<file path="config.mk">
export PLATFORM = sky130hd
export DESIGN_NAME = fme_csr_axi_regs_flat
export DESIGN_NICKNAME = d
export VERILOG_FILES = /design/src/rtl/fme_csr_pkg.sv /design/src/rtl/fme_csr_axi_regs_if.sv /design/src/rtl/fme_csr_axi_slave.sv /design/src/rtl/fme_csr_axi_regs.sv /design/src/flat_wrapper.sv
export SDC_FILE = /design/constraint.sdc
export NUM_CORES = 1
export LEC_CHECK = 0
export BUFFER_PORTS_ARGS = -buffer_cell sky130_fd_sc_hd__buf_2
export CORE_UTILIZATION = 25
export CTS_BUF_LIST = sky130_fd_sc_hd__clkbuf_16
export DETAILED_ROUTE_END_ITERATION = 6
export HOLD_SLACK_MARGIN = 0.12
export SYNTH_ARGS = -nofsm -noshare
export SYNTH_HDL_FRONTEND = slang
export SYNTH_SLANG_ARGS = --single-unit
</file>
<file path="constraint.sdc">
create_clock -name clk -period 2.95 [get_ports clk]
set_input_delay 0.885 -clock clk [delete_from_list [all_inputs] [get_ports clk]]
set_output_delay 0.885 -clock clk [all_outputs]
set_load 0.03 [all_outputs]
</file>
<file path="src/rtl/fme_csr_pkg.sv">
// fme_csr_pkg: register offsets, DFH layout and reset values shared by the FME CSR block
package fme_csr_pkg;

    localparam logic [1:0] RESP_OKAY = 2'b00;

    localparam int unsigned FME_DFH_OFF        = 'h0000;
    localparam int unsigned AFU_ID_L_OFF       = 'h0008;
    localparam int unsigned AFU_ID_H_OFF       = 'h0010;
    localparam int unsigned NEXT_AFU_OFF       = 'h0018;
    localparam int unsigned SCRATCHPAD0_OFF    = 'h0028;
    localparam int unsigned FAB_CAPABILITY_OFF = 'h0030;
    localparam int unsigned FAB_STATUS_OFF     = 'h0058;
    localparam int unsigned BITSTREAM_ID_OFF   = 'h0060;
    localparam int unsigned BITSTREAM_MD_OFF   = 'h0068;
    localparam int unsigned FME_ERROR_MASK_OFF = 'h4000;
    localparam int unsigned FME_ERROR_OFF      = 'h4008;

    typedef struct packed {
        logic [3:0]  feature_type;
        logic [18:0] rsvd;
        logic        eol;
        logic [23:0] next;
        logic [3:0]  ver;
        logic [11:0] id;
    } dfh_t;

    localparam dfh_t FME_DFH = '{feature_type: 4'h4, rsvd: 19'h0, eol: 1'b0,
                                 next: 24'h004000, ver: 4'h1, id: 12'h000};

    localparam logic [63:0] SCRATCHPAD_RST = 64'h0;
    localparam logic [63:0] ERROR_MASK_RST = 64'h0;
    localparam logic [63:0] ERROR_RST      = 64'h0;

    function automatic logic [63:0] strb_mask(input logic [7:0] strb);
        logic [63:0] m;
        for (int i = 0; i < 8; i++) m[i*8 +: 8] = {8{strb[i]}};
        return m;
    endfunction

endpackage

</file>
<file path="src/rtl/fme_csr_axi_regs_if.sv">
// fme_csr_axi_regs_if: AXI4 MMIO bus between the PCIe MMIO fabric and the FME CSR block
interface fme_csr_axi_regs_if #(
    parameter int ADDR_WIDTH = 20,
    parameter int DATA_WIDTH = 64,
    parameter int TID_WIDTH  = 10
);
    logic                    awvalid, awready;
    logic [TID_WIDTH-1:0]    awid;
    logic [ADDR_WIDTH-1:0]   awaddr;
    logic                    wvalid, wready;
    logic [DATA_WIDTH-1:0]   wdata;
    logic [DATA_WIDTH/8-1:0] wstrb;
    logic                    bvalid, bready;
    logic [TID_WIDTH-1:0]    bid;
    logic [1:0]              bresp;
    logic                    arvalid, arready;
    logic [TID_WIDTH-1:0]    arid;
    logic [ADDR_WIDTH-1:0]   araddr;
    logic                    rvalid, rready;
    logic [TID_WIDTH-1:0]    rid;
    logic [DATA_WIDTH-1:0]   rdata;
    logic [1:0]              rresp;

    modport slave (
        input  awvalid, awid, awaddr, wvalid, wdata, wstrb, bready, arvalid, arid, araddr, rready,
        output awready, wready, bvalid, bid, bresp, arready, rvalid, rid, rdata, rresp
    );
    modport master (
        output awvalid, awid, awaddr, wvalid, wdata, wstrb, bready, arvalid, arid, araddr, rready,
        input  awready, wready, bvalid, bid, bresp, arready, rvalid, rid, rdata, rresp
    );
endinterface

</file>
<file path="src/rtl/fme_csr_axi_slave.sv">
// fme_csr_axi_slave: AXI4 handshake and ID capture, presenting single-cycle write/read strobes
module fme_csr_axi_slave
    import fme_csr_pkg::*;
#(
    parameter int ADDR_WIDTH = 20,
    parameter int DATA_WIDTH = 64,
    parameter int TID_WIDTH  = 10
) (
    input  logic                    clk,
    input  logic                    rst_n,
    fme_csr_axi_regs_if.slave       axi,
    output logic                    wr_en,
    output logic [ADDR_WIDTH-4:0]   wr_addr,
    output logic [DATA_WIDTH-1:0]   wr_data,
    output logic [DATA_WIDTH/8-1:0] wr_strb,
    output logic                    rd_en,
    output logic [ADDR_WIDTH-4:0]   rd_addr,
    input  logic [DATA_WIDTH-1:0]   rd_data
);
    logic                    rdy_q, rdy_d;
    logic                    aw_held_q, aw_held_d, w_held_q, w_held_d;
    logic                    bvalid_q, bvalid_d, rvalid_q, rvalid_d;
    logic [TID_WIDTH-1:0]    awid_q, awid_d, bid_q, bid_d, rid_q, rid_d;
    logic [ADDR_WIDTH-4:0]   awaddr_q, awaddr_d;
    logic [DATA_WIDTH-1:0]   wdata_q, wdata_d, rdata_q, rdata_d;
    logic [DATA_WIDTH/8-1:0] wstrb_q, wstrb_d;
    logic                    aw_hs, w_hs, ar_hs;

    // Ready stays low during reset and for one write/read until its response is taken
    assign axi.awready = rdy_q & ~aw_held_q & ~bvalid_q;
    assign axi.wready  = rdy_q & ~w_held_q & ~bvalid_q;
    assign axi.arready = rdy_q & ~rvalid_q;
    assign axi.bvalid  = bvalid_q;
    assign axi.bid     = bid_q;
    assign axi.bresp   = RESP_OKAY;
    assign axi.rvalid  = rvalid_q;
    assign axi.rid     = rid_q;
    assign axi.rdata   = rdata_q;
    assign axi.rresp   = RESP_OKAY;

    assign aw_hs = axi.awvalid & axi.awready;
    assign w_hs  = axi.wvalid & axi.wready;
    assign ar_hs = axi.arvalid & axi.arready;

    // Commit as soon as both halves are present, bypassing the holding regs for a live beat
    assign wr_en   = (aw_held_q | aw_hs) & (w_held_q | w_hs);
    assign wr_addr = aw_held_q ? awaddr_q : axi.awaddr[ADDR_WIDTH-1:3];
    assign wr_data = w_held_q ? wdata_q : axi.wdata;
    assign wr_strb = w_held_q ? wstrb_q : axi.wstrb;
    assign rd_en   = ar_hs;
    assign rd_addr = axi.araddr[ADDR_WIDTH-1:3];

    always_comb begin
        rdy_d     = 1'b1;
        aw_held_d = (aw_held_q | aw_hs) & ~wr_en;
        w_held_d  = (w_held_q | w_hs) & ~wr_en;
        awid_d    = aw_hs ? axi.awid : awid_q;
        awaddr_d  = aw_hs ? axi.awaddr[ADDR_WIDTH-1:3] : awaddr_q;
        wdata_d   = w_hs ? axi.wdata : wdata_q;
        wstrb_d   = w_hs ? axi.wstrb : wstrb_q;
        bvalid_d  = wr_en | (bvalid_q & ~axi.bready);
        bid_d     = wr_en ? (aw_held_q ? awid_q : axi.awid) : bid_q;
        rvalid_d  = ar_hs | (rvalid_q & ~axi.rready);
        rid_d     = ar_hs ? axi.arid : rid_q;
        rdata_d   = ar_hs ? rd_data : rdata_q;
    end

    always_ff @(posedge clk or negedge rst_n) begin
        if (!rst_n) begin
            rdy_q     <= 1'b0;
            aw_held_q <= 1'b0;
            w_held_q  <= 1'b0;
            awid_q    <= '0;
            awaddr_q  <= '0;
            wdata_q   <= '0;
            wstrb_q   <= '0;
            bvalid_q  <= 1'b0;
            bid_q     <= '0;
            rvalid_q  <= 1'b0;
            rid_q     <= '0;
            rdata_q   <= '0;
        end else begin
            rdy_q     <= rdy_d;
            aw_held_q <= aw_held_d;
            w_held_q  <= w_held_d;
            awid_q    <= awid_d;
            awaddr_q  <= awaddr_d;
            wdata_q   <= wdata_d;
            wstrb_q   <= wstrb_d;
            bvalid_q  <= bvalid_d;
            bid_q     <= bid_d;
            rvalid_q  <= rvalid_d;
            rid_q     <= rid_d;
            rdata_q   <= rdata_d;
        end
    end
endmodule

</file>
<file path="src/rtl/fme_csr_axi_regs.sv">
// fme_csr_axi_regs: FME CSR file (DFH, AFU ID, bitstream info, scratchpad, fabric status, sticky errors)
module fme_csr_axi_regs
    import fme_csr_pkg::*;
#(
    parameter int            ADDR_WIDTH   = 20,
    parameter int            DATA_WIDTH   = 64,
    parameter int            TID_WIDTH    = 10,
    parameter logic [63:0]   BITSTREAM_ID = 64'h0,
    parameter logic [63:0]   BITSTREAM_MD = 64'h0,
    parameter logic [127:0]  FME_AFU_ID   = 128'hF9E17AB5_9B0A_4C3A_8A0B_B58E5E5E7F44
) (
    input  logic                  clk,
    input  logic                  rst_n,
    fme_csr_axi_regs_if.slave     axi,
    input  logic [DATA_WIDTH-1:0] fab_capability_i,
    input  logic [DATA_WIDTH-1:0] fab_status_i,
    input  logic [DATA_WIDTH-1:0] error_set_i,
    output logic [DATA_WIDTH-1:0] scratchpad_o,
    output logic [DATA_WIDTH-1:0] error_mask_o,
    output logic [DATA_WIDTH-1:0] error_o
);
    logic                    wr_en, rd_en;
    logic [ADDR_WIDTH-4:0]   wr_addr, rd_addr;
    logic [DATA_WIDTH-1:0]   wr_data, rd_data, m, clr;
    logic [DATA_WIDTH/8-1:0] wr_strb;
    logic [DATA_WIDTH-1:0]   scratch_q, scratch_d, mask_q, mask_d, error_q, error_d;

    function automatic logic [ADDR_WIDTH-4:0] w(input int unsigned off);
        return off[ADDR_WIDTH-1:3];
    endfunction

    fme_csr_axi_slave #(
        .ADDR_WIDTH(ADDR_WIDTH),
        .DATA_WIDTH(DATA_WIDTH),
        .TID_WIDTH (TID_WIDTH)
    ) u_slave (
        .clk    (clk),
        .rst_n  (rst_n),
        .axi    (axi),
        .wr_en  (wr_en),
        .wr_addr(wr_addr),
        .wr_data(wr_data),
        .wr_strb(wr_strb),
        .rd_en  (rd_en),
        .rd_addr(rd_addr),
        .rd_data(rd_data)
    );

    always_comb begin
        rd_data = '0;
        if (rd_en)
            case (rd_addr)
                w(FME_DFH_OFF):        rd_data = FME_DFH;
                w(AFU_ID_L_OFF):       rd_data = FME_AFU_ID[63:0];
                w(AFU_ID_H_OFF):       rd_data = FME_AFU_ID[127:64];
                w(SCRATCHPAD0_OFF):    rd_data = scratch_q;
                w(FAB_CAPABILITY_OFF): rd_data = fab_capability_i;
                w(FAB_STATUS_OFF):     rd_data = fab_status_i;
                w(BITSTREAM_ID_OFF):   rd_data = BITSTREAM_ID;
                w(BITSTREAM_MD_OFF):   rd_data = BITSTREAM_MD;
                w(FME_ERROR_MASK_OFF): rd_data = mask_q;
                w(FME_ERROR_OFF):      rd_data = error_q;
                default:               rd_data = '0;
            endcase
    end

    assign m = strb_mask(wr_strb);

    // New error events override a simultaneous write-1-to-clear on the same bit
    always_comb begin
        scratch_d = (wr_en && wr_addr == w(SCRATCHPAD0_OFF)) ? (scratch_q & ~m) | (wr_data & m) : scratch_q;
        mask_d    = (wr_en && wr_addr == w(FME_ERROR_MASK_OFF)) ? (mask_q & ~m) | (wr_data & m) : mask_q;
        clr       = (wr_en && wr_addr == w(FME_ERROR_OFF)) ? wr_data & m : '0;
        error_d   = (error_q & ~clr) | (error_set_i & ~mask_q);
    end

    always_ff @(posedge clk or negedge rst_n) begin
        if (!rst_n) begin
            scratch_q <= SCRATCHPAD_RST;
            mask_q    <= ERROR_MASK_RST;
            error_q   <= ERROR_RST;
        end else begin
            scratch_q <= scratch_d;
            mask_q    <= mask_d;
            error_q   <= error_d;
        end
    end

    assign scratchpad_o = scratch_q;
    assign error_mask_o = mask_q;
    assign error_o      = error_q;
endmodule

</file>
<file path="src/flat_wrapper.sv">
// flat-port wrapper written by rule: the top's interface ports become plain ports
module fme_csr_axi_regs_flat import fme_csr_pkg::*;
#(
    parameter int            ADDR_WIDTH   = 20,
    parameter int            DATA_WIDTH   = 64,
    parameter int            TID_WIDTH    = 10,
    parameter logic [63:0]   BITSTREAM_ID = 64'h0,
    parameter logic [63:0]   BITSTREAM_MD = 64'h0,
    parameter logic [127:0]  FME_AFU_ID   = 128'hF9E17AB5_9B0A_4C3A_8A0B_B58E5E5E7F44
)
  (clk, rst_n, fab_capability_i, fab_status_i, error_set_i, scratchpad_o, error_mask_o, error_o, axi_awvalid, axi_awid, axi_awaddr, axi_wvalid, axi_wdata, axi_wstrb, axi_bready, axi_arvalid, axi_arid, axi_araddr, axi_rready, axi_awready, axi_wready, axi_bvalid, axi_bid, axi_bresp, axi_arready, axi_rvalid, axi_rid, axi_rdata, axi_rresp);
  fme_csr_axi_regs_if #(.ADDR_WIDTH(ADDR_WIDTH), .DATA_WIDTH(DATA_WIDTH), .TID_WIDTH(TID_WIDTH)) axi_i ();
  input  logic clk;
  input  logic rst_n;
  input  logic [DATA_WIDTH-1:0] fab_capability_i;
  input  logic [DATA_WIDTH-1:0] fab_status_i;
  input  logic [DATA_WIDTH-1:0] error_set_i;
  output logic [DATA_WIDTH-1:0] scratchpad_o;
  output logic [DATA_WIDTH-1:0] error_mask_o;
  output logic [DATA_WIDTH-1:0] error_o;
  input wire logic [$bits(axi_i.awvalid)-1:0] axi_awvalid;
  input wire logic [$bits(axi_i.awid)-1:0] axi_awid;
  input wire logic [$bits(axi_i.awaddr)-1:0] axi_awaddr;
  input wire logic [$bits(axi_i.wvalid)-1:0] axi_wvalid;
  input wire logic [$bits(axi_i.wdata)-1:0] axi_wdata;
  input wire logic [$bits(axi_i.wstrb)-1:0] axi_wstrb;
  input wire logic [$bits(axi_i.bready)-1:0] axi_bready;
  input wire logic [$bits(axi_i.arvalid)-1:0] axi_arvalid;
  input wire logic [$bits(axi_i.arid)-1:0] axi_arid;
  input wire logic [$bits(axi_i.araddr)-1:0] axi_araddr;
  input wire logic [$bits(axi_i.rready)-1:0] axi_rready;
  output wire logic [$bits(axi_i.awready)-1:0] axi_awready;
  output wire logic [$bits(axi_i.wready)-1:0] axi_wready;
  output wire logic [$bits(axi_i.bvalid)-1:0] axi_bvalid;
  output wire logic [$bits(axi_i.bid)-1:0] axi_bid;
  output wire logic [$bits(axi_i.bresp)-1:0] axi_bresp;
  output wire logic [$bits(axi_i.arready)-1:0] axi_arready;
  output wire logic [$bits(axi_i.rvalid)-1:0] axi_rvalid;
  output wire logic [$bits(axi_i.rid)-1:0] axi_rid;
  output wire logic [$bits(axi_i.rdata)-1:0] axi_rdata;
  output wire logic [$bits(axi_i.rresp)-1:0] axi_rresp;
  assign axi_i.awvalid = axi_awvalid;
  assign axi_i.awid = axi_awid;
  assign axi_i.awaddr = axi_awaddr;
  assign axi_i.wvalid = axi_wvalid;
  assign axi_i.wdata = axi_wdata;
  assign axi_i.wstrb = axi_wstrb;
  assign axi_i.bready = axi_bready;
  assign axi_i.arvalid = axi_arvalid;
  assign axi_i.arid = axi_arid;
  assign axi_i.araddr = axi_araddr;
  assign axi_i.rready = axi_rready;
  assign axi_awready = axi_i.awready;
  assign axi_wready = axi_i.wready;
  assign axi_bvalid = axi_i.bvalid;
  assign axi_bid = axi_i.bid;
  assign axi_bresp = axi_i.bresp;
  assign axi_arready = axi_i.arready;
  assign axi_rvalid = axi_i.rvalid;
  assign axi_rid = axi_i.rid;
  assign axi_rdata = axi_i.rdata;
  assign axi_rresp = axi_i.rresp;
  fme_csr_axi_regs #(.ADDR_WIDTH(ADDR_WIDTH), .DATA_WIDTH(DATA_WIDTH), .TID_WIDTH(TID_WIDTH), .BITSTREAM_ID(BITSTREAM_ID), .BITSTREAM_MD(BITSTREAM_MD), .FME_AFU_ID(FME_AFU_ID)) u_core (.clk(clk), .rst_n(rst_n), .axi(axi_i), .fab_capability_i(fab_capability_i), .fab_status_i(fab_status_i), .error_set_i(error_set_i), .scratchpad_o(scratchpad_o), .error_mask_o(error_mask_o), .error_o(error_o));
endmodule
</file>
==> results by group <==
Synthesis
  – Synth top area share: 52.5%
  – Synth Area in Simple Gates: 8.74%
  – Post-synthesis cell count: 1585
  – Most used DFF post-synth: dfrtp_1
  – Post-synthesis xor/xnor area fraction: 0.0483%
  – Synth Area in Compound Gates: between 15 and 20%
  – Netlist cell types: 51
  – Sequential fraction of the synthesis area: 52.5%
  – Synth top area cells: dfrtp_1 (52%), mux2_2 (19%), a22o_1 (4.0%), a21oi_1 (3.1%), a22oi_1 (3.1%)
  – Synthesized flop and latch total: 380
  – Adder-Cell Fraction of Synth Area: 0%
  – Cell taking the most area after synthesis: dfrtp_1
  – FFs w/ async S/R, synth: 100%
  – Yosys warns: 0
  – Post-Syn Area: approximately 18000 um^2
  – EDFF count, synth: 0
  – Multiplexer share of the synthesized area: between 10% and 20%
  – Largest family of logic cells by synthesized area: multiplexers
  – Mean Syn Cell Area: ~11 um^2

Die
  – Die ar.: 73600 um^2
  – Starting density of the core: 25.3%
  – Row count: 98
  – # IOs: 616
  – Die H: 271 um
  – Chip width: 271 um
  – CORE AREA: 71600 um^2

Global route
  – GR Layer Usage met1: 26.2%
  – GRT met2 Usage: 32.9%
  – Largest net degree at the start of global routing: 73
  – Vias in the first global route: roughly 16k
  – Antenna violations before repair: 19
  – Total gr overflow: 0
  – Top Usage Layer GRT: met2
  – Met3 Usage GRT: under 10%
  – All-Layer GR Usage: 20.2%
  – First-pass GRT wire length: 110000 um

Drt
  – Drt first pass iters: 7
  – Vias: 16.3k
  – DRC: 6
  – Vias per inst: between 5 and 6
  – Initial DRC count: 1331
  – Total wire length: 76600 um
  – WL per Instance: 23.8 um
  – Antenna Nets Post-Route: 0

Critical path
  – Critical path capture point type: output pin
  – Startpoint Class: flop
  – Crit path arrival time: 1.74 ns
  – Critical path type: reg -> out
  – Worst EP required: 2.07 ns
  – R2R Setup Slk: 0.41 ns
  – Maximum fanout along the worst path: 13

STA
  – Final Critical Period: 2.63 ns
  – Final Skew: about 0.016 ns
  – Unrepaired setup endpoints after global routing: no
  – Final Setup Violations: 0
  – Final hold violations: 0
  – Worst-margin pin slew: 0.968 ns
  – Final Max Tran Viols: 0
  – Peak Freq: 380 MHz
  – Slew Limit Headroom: between 30% and 40%
  – Period utilisation layout: 89.1%

Cells and area
  – Multi-input gate area: 7980 um^2
  – Util after Layout: 34.0%
  – Share of cells above drive strength 1: between 40% and 50%
  – Commonest non-fill, non-tap cell in the layout: buf_2
  – Post-route insts no fill: 3212
  – Layout area overhead: 34.4%
  – Commonest non-fill, non-tap cells in the layout: buf_2 (604), dfrtp_1 (379), mux2_2 (298), a21oi_1 (113), inv_1 (87)
  – Fill cell count: 7320
  – Final instance area: 24400 um^2
  – Nets: 2555
  – Register area: about 9500 um^2

CTS
  – Worst skew pair latency: 0.57 ns
  – CTS buffer count: 44
  – Clock Tree Buf Depth: 3
  – Htree depth: 2
  – Worst-path clk slew: 0.06 ns
  – CTS resizes: 0
  – Sink Count: 380
  – CTS root buf: clkbuf_16
  – TritonCTS clock tree: yes
  – Setup Buffers After CTS: 0
  – Hold Buf Count CTS: 0

Placement
  – DP Cell Count: 3128
  – Post-DP HPWL: roughly 57000 um
  – Placed inst area: 23100 um^2
  – RD Place Congestion: 0.856
  – Buffers on Ports: 605

Worst hold path
  – Hold Path Class: in -> async

Status
  – Violations in the final reports: design-rule violations
  – Outcome: finished, violations left

Pwr
  – Power density over cell area: 616 nW/um^2
  – Peak VDD IR: 364 uV
  – Leakage Power: around 11 nW
  – Total power: between 15 and 20 mW

Job
  – MaxCap Viol Count: 0
[path summary, 6_finish.rpt]
check	start	end	cells past startpoint
worst min-delay path	rst_n	u_core.u_slave.awid_q[4]$_DFFE_PN0P_	1
min in group clk	u_core.u_slave.axi.rid[7]$_DFFE_PN0P_	u_core.u_slave.axi.rid[7]$_DFFE_PN0P_	2
max in group asynchronous	rst_n	async pin	2
worst max register to register	u_core.u_slave.aw_held_q$_DFF_PN0_	flop	6
worst max-delay path	u_core.u_slave.aw_held_q$_DFF_PN0_	axi_awready	3
worst min register to register	u_core.u_slave.axi.rid[7]$_DFFE_PN0P_	u_core.u_slave.axi.rid[7]$_DFFE_PN0P_	2
[power by group]
part / internal [mW] / switching [mW]
clock: 2.78 / 2.22
combinational: 1.65 / 1.84
sequential: 6.03 / 0.488
total: 10.5 / 4.55
[metrics by stage]
| stage | setup TNS (ns) | setup WS, ns | hold slack, ns |
|---|---|---|---|
| after floorplan | 0 | 0.350 | 0.475 |
| after global placement | 0 | 0.00221 | 0.458 |
| after detailed placement | -0.139 | -0.0227 | 0.457 |
| after CTS | 0 | 0.265 | 0.262 |
| after global routing | 0 | 0.140 | 0.284 |
| final | 0 | 0.320 | 0.281 |
[worst max-delay path, cell delays in order, from the launching register on]
cell     delay, ns
dfrtp_1       0.57
buf_4         0.33
nor2_1        0.09
buf_2         0.18
[synthesized netlist by cell type, drive strengths merged, types with 3 or more instances]
master and instances:
dfrtp 380, mux2 298, a21oi 115, nand2 94, a22o 82, clkbuf 77
o21ai 76, a22oi 74, inv 72, nand4 59, nor2 46, buf 38
nor3 24, a222oi 20, nand3 19, a31oi 18, and3 16, a2111oi 15
mux2i 11, nor4 11, nor3b 7, and3b 6, and2 3, o22ai 3
[layout make-up]
| cell class | count | area share (%) |
|---|---|---|
| multi-input cells | 1021 | 32.8 |
| inverters | 72 | 1.11 |
| flip-flops and latches | 380 | 39.0 |
| clock inverters | 35 | 0.745 |
| diodes | 5 | 0.0514 |
| well taps | 950 | 4.88 |
| clock buffers | 44 | 4.52 |
| repair buffers | 705 | 16.9 |
[per-layer routing]
layer,vias to the layer above,share of wire [%]
met5,-,0.070
met4,10,3.8
met3,163,7.4
met2,769,47
met1,8117,42
li1,7210,-
[kinds of logic after synthesis]
logic type	after synthesis
AO/OA/AOI/OAI	412
flip-flops	380
multiplexers	309
AND/OR/NAND/NOR	294
buffers and inverters	187
other	2
XOR/XNOR	1
No activity file was read; power rests on OpenSTA's default activity.
